### config.mk
export PLATFORM = sky130hd
export DESIGN_NAME = accel_smoothing_filter
export DESIGN_NICKNAME = d
export VERILOG_FILES = /design/src/rtl/accel_smoothing_filter.sv
export SDC_FILE = /design/constraint.sdc
export NUM_CORES = 1
export LEC_CHECK = 0
export BUFFER_PORTS_ARGS = -buffer_cell sky130_fd_sc_hd__buf_4
export CAP_MARGIN = 10
export CELL_PAD_IN_SITES_DETAIL_PLACEMENT = 2
export CELL_PAD_IN_SITES_GLOBAL_PLACEMENT = 2
export CORE_MARGIN = 3
export CORE_UTILIZATION = 43
export CTS_BUF_LIST = sky130_fd_sc_hd__clkbuf_2
export DETAILED_ROUTE_END_ITERATION = 7
export HOLD_SLACK_MARGIN = 0.08
export PLACE_DENSITY_LB_ADDON = 0.1
export SYNTH_ARGS = -nofsm -noshare
export SYNTH_HDL_FRONTEND = slang
export SYNTH_SLANG_ARGS = --single-unit
export TNS_END_PERCENT = 50
### constraint.sdc
create_clock -name clk -period 23.9 [get_ports clk]
set_clock_uncertainty 0.1 [all_clocks]
set_input_delay 4.78 -clock clk [delete_from_list [all_inputs] [get_ports clk]]
set_output_delay 4.78 -clock clk [all_outputs]
set_load 0.02 [all_outputs]
### src/rtl/accel_smoothing_filter.sv
// accel_smoothing_filter: per-axis moving-average filter for raw accelerometer
// samples. It keeps a DEPTH-entry circular history and a running sum per axis,
// and emits the floored window average one clock after each accepted sample.
//
// Ports:
//   clk                     system clock, rising edge
//   reset                   asynchronous active-high reset
//   data_valid              single-cycle strobe, data_x/data_y hold a new sample
//   data_x, data_y          raw signed samples (DATA_W bits)
//   flush                   synchronous clear of filter history (beats data_valid)
//   smoothing_filter_out_x  registered signed X average
//   smoothing_filter_out_y  registered signed Y average
//   out_valid               one-cycle pulse when new averages are presented
//   primed                  high once DEPTH samples accepted since reset/flush
module accel_smoothing_filter #(
  parameter int unsigned LOG2_DEPTH = 3,
  parameter int unsigned DATA_W     = 16
) (
  input  logic              clk,
  input  logic              reset,
  input  logic              data_valid,
  input  logic [DATA_W-1:0] data_x,
  input  logic [DATA_W-1:0] data_y,
  input  logic              flush,
  output logic [DATA_W-1:0] smoothing_filter_out_x,
  output logic [DATA_W-1:0] smoothing_filter_out_y,
  output logic              out_valid,
  output logic              primed
);

  localparam int unsigned DEPTH = 2 ** LOG2_DEPTH;
  localparam int unsigned SUM_W = DATA_W + LOG2_DEPTH;
  localparam int unsigned CNT_W = LOG2_DEPTH + 1;

  logic signed [DATA_W-1:0] hist_x [DEPTH];
  logic signed [DATA_W-1:0] hist_y [DEPTH];
  logic signed [SUM_W-1:0]  sum_x;
  logic signed [SUM_W-1:0]  sum_y;
  logic signed [SUM_W-1:0]  sum_x_nx;
  logic signed [SUM_W-1:0]  sum_y_nx;
  logic [LOG2_DEPTH-1:0]    ptr;
  logic [CNT_W-1:0]         fill;
  logic [CNT_W-1:0]         fill_nx;

  // Running-sum update: add the new sample, drop the one it overwrites.
  always_comb begin
    sum_x_nx = sum_x + SUM_W'(signed'(data_x)) - SUM_W'(hist_x[ptr]);
    sum_y_nx = sum_y + SUM_W'(signed'(data_y)) - SUM_W'(hist_y[ptr]);
    fill_nx  = (fill == CNT_W'(DEPTH)) ? fill : fill + CNT_W'(1);
  end

  // History, sums, pointer, fill count and registered outputs.
  always_ff @(posedge clk or posedge reset) begin
    if (reset) begin
      for (int unsigned i = 0; i < DEPTH; i++) begin
        hist_x[i] <= '0;
        hist_y[i] <= '0;
      end
      sum_x                  <= '0;
      sum_y                  <= '0;
      ptr                    <= '0;
      fill                   <= '0;
      smoothing_filter_out_x <= '0;
      smoothing_filter_out_y <= '0;
      out_valid              <= 1'b0;
      primed                 <= 1'b0;
    end else if (flush) begin
      // Flush discards any simultaneous sample.
      for (int unsigned i = 0; i < DEPTH; i++) begin
        hist_x[i] <= '0;
        hist_y[i] <= '0;
      end
      sum_x                  <= '0;
      sum_y                  <= '0;
      ptr                    <= '0;
      fill                   <= '0;
      smoothing_filter_out_x <= '0;
      smoothing_filter_out_y <= '0;
      out_valid              <= 1'b0;
      primed                 <= 1'b0;
    end else if (data_valid) begin
      hist_x[ptr]            <= signed'(data_x);
      hist_y[ptr]            <= signed'(data_y);
      sum_x                  <= sum_x_nx;
      sum_y                  <= sum_y_nx;
      ptr                    <= ptr + LOG2_DEPTH'(1);
      fill                   <= fill_nx;
      // Arithmetic shift floors toward minus infinity; the quotient fits DATA_W.
      smoothing_filter_out_x <= DATA_W'(sum_x_nx >>> LOG2_DEPTH);
      smoothing_filter_out_y <= DATA_W'(sum_y_nx >>> LOG2_DEPTH);
      out_valid              <= 1'b1;
      primed                 <= (fill_nx == CNT_W'(DEPTH));
    end else begin
      out_valid <= 1'b0;
    end
  end

endmodule
; ---- Word level (Yosys, flattened, before mapping)
; Cells that the tools add are included.
[totals]
ff_bits = 335
in_bits = 36
output_inout_bits = 34
wordCells = 68
[classes]
addsub = 6
order_cmp = 2
n_eq_ne = 2
muxes = 31
bitwise = 1
reduce_logical = 2
[op_table]
columns = op, n
row1 = 128-bit 2-to-1 mux, 4
row2 = 128-bit bitwise mux, 2
row3 = 16-bit 2-to-1 mux, 9
row4 = 16-bit binary-select mux with 3-bit select, 2
row5 = 19-bit 2-to-1 mux, 4
row6 = 16-bit demux with 3-bit select, 1
row7 = 19-bit by 16-bit adder with 19-bit output, 2
row8 = 19-bit by 16-bit subtractor with 19-bit output, 2
row9 = 4-bit 2-to-1 mux, 3
row10 = "4-bit == test, second input constant", 2
row11 = 3-bit 2-to-1 mux, 2
row12 = "4-bit by 1-bit adder with 4-bit output, second input constant", 1
row13 = "4-bit >= comparator, second input constant", 1
row14 = "4-bit by 1-bit < comparator with 1-bit output, second input constant", 1
row15 = 1-bit 2-to-1 mux, 4
row16 = 3-bit inverter with 4-bit output, 1
row17 = "3-bit by 1-bit adder with 3-bit output, second input constant", 1
row18 = 2-bit nonzero test, 1
row19 = 1-bit logical AND, 1

; ---- Longest topological paths before layout
; Gate-level depths: netlist of run 1.
[depth]
word_depth = 8
depth_mapped = 17

; ---- Worst setup path after synthesis of run 1
; No wires, ideal clock.
[synth_timing]
path_kind = input -> register
startpoint = input data_x[2]
endpoint = register smoothing_filter_out_x[15]
setup_time_ps = 124
arrival_time_ps = 7459
path_slack_ps = 16217
path_stages = 12
path_buffers = 1
cell_sequence = clkbuf_1 > inv_1 > fa_1 > inv_1 > ha_1 > a21oi_2 > o211ai_2 > nand3_2 > and3_1 > o211ai_1 > mux4_2 > a211o_1
[synth_between]
elab_chain_cells = 4
[synth_rtl]
columns = item, line
row1 = "start, declared", 22  ; input logic [DATA_W-1:0] data_x,
row2 = 19-bit by 16-bit adder with 19-bit output, 47  ; sum_x_nx = sum_x + SUM_W'(signed'(data_x)) - SUM_W'(hist_x[ptr]);
row3 = 19-bit by 16-bit subtractor with 19-bit output, 47
row4 = 16-bit 2-to-1 mux, 81  ; end else if (data_valid) begin
row5 = 16-bit 2-to-1 mux, 67  ; end else if (flush) begin
row6 = "end signal, assigned", 89  ; smoothing_filter_out_x <= DATA_W'(sum_x_nx >>> LOG2_DEPTH);
row7 = "end, declared", 25  ; output logic [DATA_W-1:0] smoothing_filter_out_x,
; Every way passes these cells. The select of a mux whose other input is x is not followed.
; A chain may end at the register's enable or synchronous reset.

; ---- Final worst setup path of run 1
; Ends and elaborated chain as after synthesis.

==> flow_summary.json, run 1 <==
{
  "syn_area_um2": 16600,
  "track_usage": 0.322,
  "cts_tree": "built",
  "worst_skew_pair.late_latency_ps": 1050,
  "postCtsHoldBufs": 0,
  "cts_setup_buffers": 0,
  "final_cells": 2543,
  "crit_buf_inv": 3,
  "cts_max_level": 3,
  "cts_sinks": 303,
  "path_cells": "buf_4, inv_1, fa_1, inv_1, ha_1, a21oi_2, o211ai_2, nand3_2, and3_1, o211ai_1, mux4_2, a211o_1",
  "rsz0062_at_grt": "no",
  "wl_per_cell_um": 25.8,
  "final_area_um2": 18000,
  "powerDensity_nw_per_um2": 86.0,
  "ys_ff_latch": 303,
  "core_area_um2": 37900,
  "p_leak_nw": 8.12,
  "async_flop_share": 1.00,
  "clkSlewWorstSetupHoldPaths_ps": 120,
  "post-route-period-util": 0.289,
  "drtIter0Drc": 1247,
  "synth_ff_type": "dfrtp_1",
  "setup_viol": 0,
  "synth_cell_types": 61,
  "period_minus_slack_ps": 6910,
  "drc": 0,
  "clock.fmax_mhz": 145,
  "place_ws_ps": 15970,
  "crit_top_cell": "inv_1",
  "fin_util": 0.474,
  "worstSetupPathType": "in -> reg",
  "hold_viol": 0,
  "syn_inst": 1975,
  "grt_pass1_wl_um": 101000,
  "fin_worst_hold_slack_ps": 427,
  "post_cts_resized": 0,
  "drv_slew": 0,
  "syn_area_per_cell_um2": 8.43,
  "synth_most_common_cell": "nand2_1",
  "synth_seq_area_share": 0.456,
  "fin_ws_ps": 16990,
  "required_ps": 24710,
  "hold_path_class": "reg -> reg",
  "area_growth_pct": 7.99,
  "postPlaceCellArea_um2": 17200,
  "critPathArrivalTime_ps": 7720,
  "cp-end-kind": "flop",
  "vdd_ir_drop_max_v": 0.0000325,
  "start_util": 0.439,
  "numPortBuffers": 69,
  "gp_congestion": 0.826,
  "io_pins": 70,
  "via_count": 15005,
  "die_w_um": 203,
  "setup-tns-final_ps": 0,
  "grt_max_degree": 142,
  "ant_nets": 0,
  "cp-start-kind": "primary input",
  "slowest_stage": "fa_1",
  "rows": 71,
  "drive_gt1_frac": 0.125,
  "max-slew-margin-rel": 0.193,
  "die_y_um": 203,
  "num-nets-final": 2085,
  "synthTopCellsByCount": "553 x nand2_1, 303 x dfrtp_1, 286 x a21oi_1",
  "place_hpwl_um": 39800,
  "die_area_um2": 41100,
  "crit_fanout": 9,
  "grt-ovfl-total": 0,
  "dp_cells": 2392,
  "synth_area_leaders": "dfrtp_1 46%, nand2_1 12%, a21oi_1 8.6%",
  "grt_pass1_vias": 16589,
  "clockBufferDepth": 3,
  "worst_slew_pin_slew_ps": 1210,
  "yosys_warnings": 0,
  "yosysTopAreaCellShare": 0.456,
  "synth_edf_count": 0,
  "power_mw": 1.55,
  "synth_top_cell_by_area": "dfrtp_1",
  "via_per_inst": 5.90,
  "cts_made_buffers": 87,
  "root_buffer": "clkbuf_2",
  "synth_fp_nets": 2090,
  "critPathTopFamily": "adder cells",
  "reg2reg_setup_slack_ps": 18450,
  "wl_um": 65500,
  "dr.pass1.iters": 5,
  "antenna_found_initial": 2,
  "drv_cap": 0,
  "slowest_delay_ps": 550,
  "outcome": "complete, no violations"
}
[cells in the final DEF (no fill, tap or decap), types with 4 or more instances in the layout]
master / n
nand2_1: 553
clkinv_1: 18
a21o_1: 16
and2_2: 5
inv_1: 151
a22oi_1: 128
a21oi_1: 286
nor3_1: 9
and2_1: 6
nand4_1: 34
buf_4: 96
xnor2_1: 14
nor2_1: 57
o21ai_0: 22
a211oi_1: 14
a211o_1: 4
xor2_1: 17
nand3_1: 5
dfrtp_1: 303
nor2b_1: 4
clkbuf_2: 122
mux2i_1: 16
fa_1: 36
ha_1: 43
[cell families (layout without fill, tap and decap cells)]
kind of cell               count (synthesis)  in the layout  share of synthesized area
AOI/OAI and AO/OA                        503            503                      0.183
buffers and inverters                    343            397                     0.0861
other                                      0              3                          0
adders and majority gates                 79             79                     0.0756
DFF                                      303            303                      0.456
and+or+nand+nor                          697            697                      0.171
muxes                                     19             19                     0.0123
xor gates and xnor gates                  31             31                     0.0163
[worst paths after layout]
path | startpoint | end | depth (start not counted)
setup / recovery | data_x[2] | smoothing_filter_out_x[15]$_DFFE_PP0P_ | 12
hold / removal | hist_y[108]$_DFFE_PP0P_ | hist_y[108]$_DFFE_PP0P_ | 2
setup reg to reg | ptr[0]$_DFFE_PP0P_ | smoothing_filter_out_y[15]$_DFFE_PP0P_ | 14
hold reg to reg | hist_y[108]$_DFFE_PP0P_ | hist_y[108]$_DFFE_PP0P_ | 2
max in group asynchronous | reset | hist_x[64]$_DFFE_PP0P_ | 3
min in group asynchronous | reset | hist_y[82]$_DFFE_PP0P_ | 2
[tightest hold or removal path: stages, from the launching register on]
cell and delay (ps):
dfrtp_1 380, nand2_1 60, a21oi_1 50
[power by group]
part	total [mW]	internal, mW	leakage, nW	switching, mW
logic	0.577	0.212	3.37	0.365
registers	0.573	0.541	4.18	0.0317
clock network	0.397	0.148	0.574	0.249
total	1.55	0.901	8.12	0.645
[final cells by class]
cell class | count | area (um^2)
Fill cell | 4287 | 20000
Multi-Input combinational cell | 1329 | 7690
Sequential cell | 303 | 7580
Timing Repair Buffer | 97 | 734
Tap cell | 511 | 639
Clock buffer | 122 | 611
Inverter | 152 | 578
Clock inverter | 26 | 135
Antenna cell | 3 | 7.51
[flip-flops by register name (all words and copies together) (netlist names)]
| register | cells |
|---|---|
| hist_x | 128 |
| hist_y | 128 |
| smoothing_filter_out_x | 16 |
| smoothing_filter_out_y | 16 |
| fill | 4 |
| ptr | 3 |
| sum_x | 3 |
| sum_y | 3 |
| out_valid | 1 |
| primed | 1 |
[routing by layer]
metal / global-route usage / vias up / part of all wire
met1: 0.442 / 7853 / 0.44
met2: 0.521 / 483 / 0.47
met4: 0.0973 / 0 / 0.027
met5: 0 / - / 0
met3: 0.0595 / 134 / 0.062
li1: - / 6535 / -
Power figures use the tool's default switching activity.
==> run 2: changes to the inputs <==
--- a/config.mk
+++ b/config.mk
@@ -10,7 +10,7 @@
 export CELL_PAD_IN_SITES_DETAIL_PLACEMENT = 2
 export CELL_PAD_IN_SITES_GLOBAL_PLACEMENT = 2
 export CORE_MARGIN = 3
-export CORE_UTILIZATION = 43
+export CORE_UTILIZATION = 36
 export CTS_BUF_LIST = sky130_fd_sc_hd__clkbuf_2
 export DETAILED_ROUTE_END_ITERATION = 7
 export HOLD_SLACK_MARGIN = 0.08
==> constraint.sdc (replaced) <==
create_clock -name clk -period 5.58 [get_ports clk]
set_clock_uncertainty 0.1 [all_clocks]
set_input_delay 1.116 -clock clk [delete_from_list [all_inputs] [get_ports clk]]
set_output_delay 1.116 -clock clk [all_outputs]
set_load 0.02 [all_outputs]
==> run 2 against run 1 <==
Compared with the run above:
- first-iteration DRC count is 19% lower
- design area is 1.2% higher
- total power rose to 4.2 times the previous value
- non-clock buffer count increased by 12
- die area grew 19%
- sequential share of layout area is 0.52 points lower
- routed wire length decreased by 5.4%
- largest cell class unchanged
- highest routed layer unchanged
==> flow_summary.json, run 2 (synthesized netlist as in run 1, its figures left out) <==
{
  "outcome": "complete, no violations",
  "cts_tree": "built",
  "place_hpwl_um": 39600,
  "track_usage": 0.254,
  "dr.pass1.iters": 5,
  "clockBufferDepth": 3,
  "drc": 0,
  "numPortBuffers": 69,
  "area_growth_pct": 9.34,
  "slowest_delay_ps": 1010,
  "post-route-period-util": 0.914,
  "max-slew-margin-rel": 0.244,
  "num-nets-final": 2099,
  "register_area_um2": 7580,
  "antenna_found_initial": 1,
  "combPwrFrac": 0.372,
  "core_area_um2": 45500,
  "mostFrequentLayoutCells": "553 x nand2_1, 303 x dfrtp_1, 286 x a21oi_1, 151 x inv_1",
  "powerDensity_nw_per_um2": 355,
  "path_cells": "nor3b_4, buf_4, a22oi_1, nand4_1, fa_1, inv_1, ha_1, nand2_1, o21ai_0, nand2_1, and3_1, o211ai_1, mux4_2, a211o_1",
  "grt_pass1_wl_um": 96800,
  "via_count": 14497,
  "cts_made_buffers": 89,
  "worst_skew_pair.late_latency_ps": 1030,
  "fin_ws_ps": 478,
  "hold_path_class": "in -> reg",
  "drv_slew": 0,
  "multi_input_area_um2": 7690,
  "die_w_um": 221,
  "place_ws_ps": 589,
  "slowest_stage": "nor3b_4",
  "grt_max_degree": 207,
  "grt-ovfl-total": 0,
  "wl_per_cell_um": 23.5,
  "cp-start-kind": "flop",
  "via_per_inst": 5.49,
  "fin_worst_hold_slack_ps": 272,
  "worstSetupPathType": "reg -> reg",
  "p_leak_nw": 8.19,
  "required_ps": 6420,
  "critPathArrivalTime_ps": 5940,
  "final_area_um2": 18200,
  "cp-end-kind": "flop",
  "die_area_um2": 48900,
  "vdd_ir_drop_max_v": 0.000148,
  "die_y_um": 221,
  "setup-tns-final_ps": 0,
  "internal_power_mw": 3.83,
  "rsz0062_at_grt": "no",
  "final_common_cell": "nand2_1",
  "clkSlewWorstSetupHoldPaths_ps": 110,
  "rows": 78,
  "io_pins": 70,
  "crit_top_cell": "nand2_1",
  "grt_pass1_vias": 15855,
  "drtIter0Drc": 1004,
  "setup_viol": 0,
  "start_util": 0.366,
  "seq_power_share": 0.377,
  "top_regs": "hist_x (128), hist_y (128)",
  "ant_nets": 0,
  "gp_congestion": 0.799,
  "crit_fanout": 16,
  "period_minus_slack_ps": 5100,
  "postPlaceCellArea_um2": 17500,
  "switching_share": 0.407,
  "cts_max_level": 3,
  "fillers": 5224,
  "cts_sinks": 303,
  "clkPwrFrac": 0.251,
  "root_buffer": "clkbuf_2",
  "switchingPower_mw": 2.63,
  "worst_slew_pin_slew_ps": 1130,
  "hold_viol": 0,
  "drive_gt1_frac": 0.130,
  "drv_cap": 0,
  "clock.fmax_mhz": 196,
  "wl_um": 62000
}
==> run 2: cell count changes in the layout (fill, tap and decap cells not counted), sizes merged <==
cell / before / now
buf: 96 / 107
clkbuf: 123 / 129
bufinv: 1 / 0
dlygate4sd3: 0 / 1
diode: 3 / 2
inv: 155 / 153
clkinv: 21 / 16
==> run 2: stage by stage <==
stage | std cells | utilization | power [mW]
2_1_floorplan | 1975 | - | 4.23
3_3_place_gp | 2492 | 0.384 | 4.82
3_5_place_dp | 2492 | 0.384 | 4.90
4_1_cts | 2639 | 0.400 | 6.56
5_1_grt | 2641 | 0.400 | 6.97
6_report | 2641 | 0.400 | 6.46
==> run 2: path summary, 6_finish.rpt <==
kind	start	end	slack (ps)	cells past startpoint
setup reg to reg	ptr[2]$_DFFE_PP0P_	smoothing_filter_out_x[15]$_DFFE_PP0P_	480	14
setup / recovery	ptr[2]$_DFFE_PP0P_	smoothing_filter_out_x[15]$_DFFE_PP0P_	480	14
hold / removal	data_y[1]	hist_y[33]$_DFFE_PP0P_	270	3
min in group asynchronous	reset	smoothing_filter_out_y[1]$_DFFE_PP0P_	470	3
max in group asynchronous	reset	hist_x[7]$_DFFE_PP0P_	3750	4
hold reg to reg	hist_x[17]$_DFFE_PP0P_	hist_x[17]$_DFFE_PP0P_	430	2
==> run 2: power by group through the flow <==
stage	Combinational, mW	Sequential (mW)	Clock, mW
detailed placement	2.42	2.48	0
global route	2.70	2.46	1.82
floorplan	1.81	2.42	0
global placement	2.35	2.48	0
finish	2.40	2.44	1.62
CTS	2.43	2.44	1.70
==> run 2: timing repair <==
item,4_1_cts,5_1_grt
hold endpoints to repair,3,0
setup buffers,0,0
gates resized for setup,0,0
endpoints found under the setup margin,0,0
hold buffers,1,0
==> run 2: routing by layer <==
layer	global-route usage	up-vias	part of all wire
li1	-	6573	-
met3	0.0349	62	0.041
met2	0.417	278	0.48
met1	0.355	7584	0.47
met4	0.0650	0	0.015
met5	0	-	0
==> run 2: cell type report <==
cell class | instances | share of cell area
antenna | 2 | 0.000275
multi-input combinational | 1329 | 0.423
clock buffer | 128 | 0.0352
tap | 600 | 0.0412
clock inverter | 18 | 0.00371
inverter | 152 | 0.0316
timing repair buffer | 109 | 0.0489
sequential | 303 | 0.417
==> run 2: critical path: cells and delay by family, from the launching register on <==
family / cells / cell delay [ps]
fa+ha+maj: 2 / 630
flops: 1 / 690
mux: 1 / 530
buf+inv: 2 / 360
compound gates: 4 / 1080
simple gates: 5 / 1610
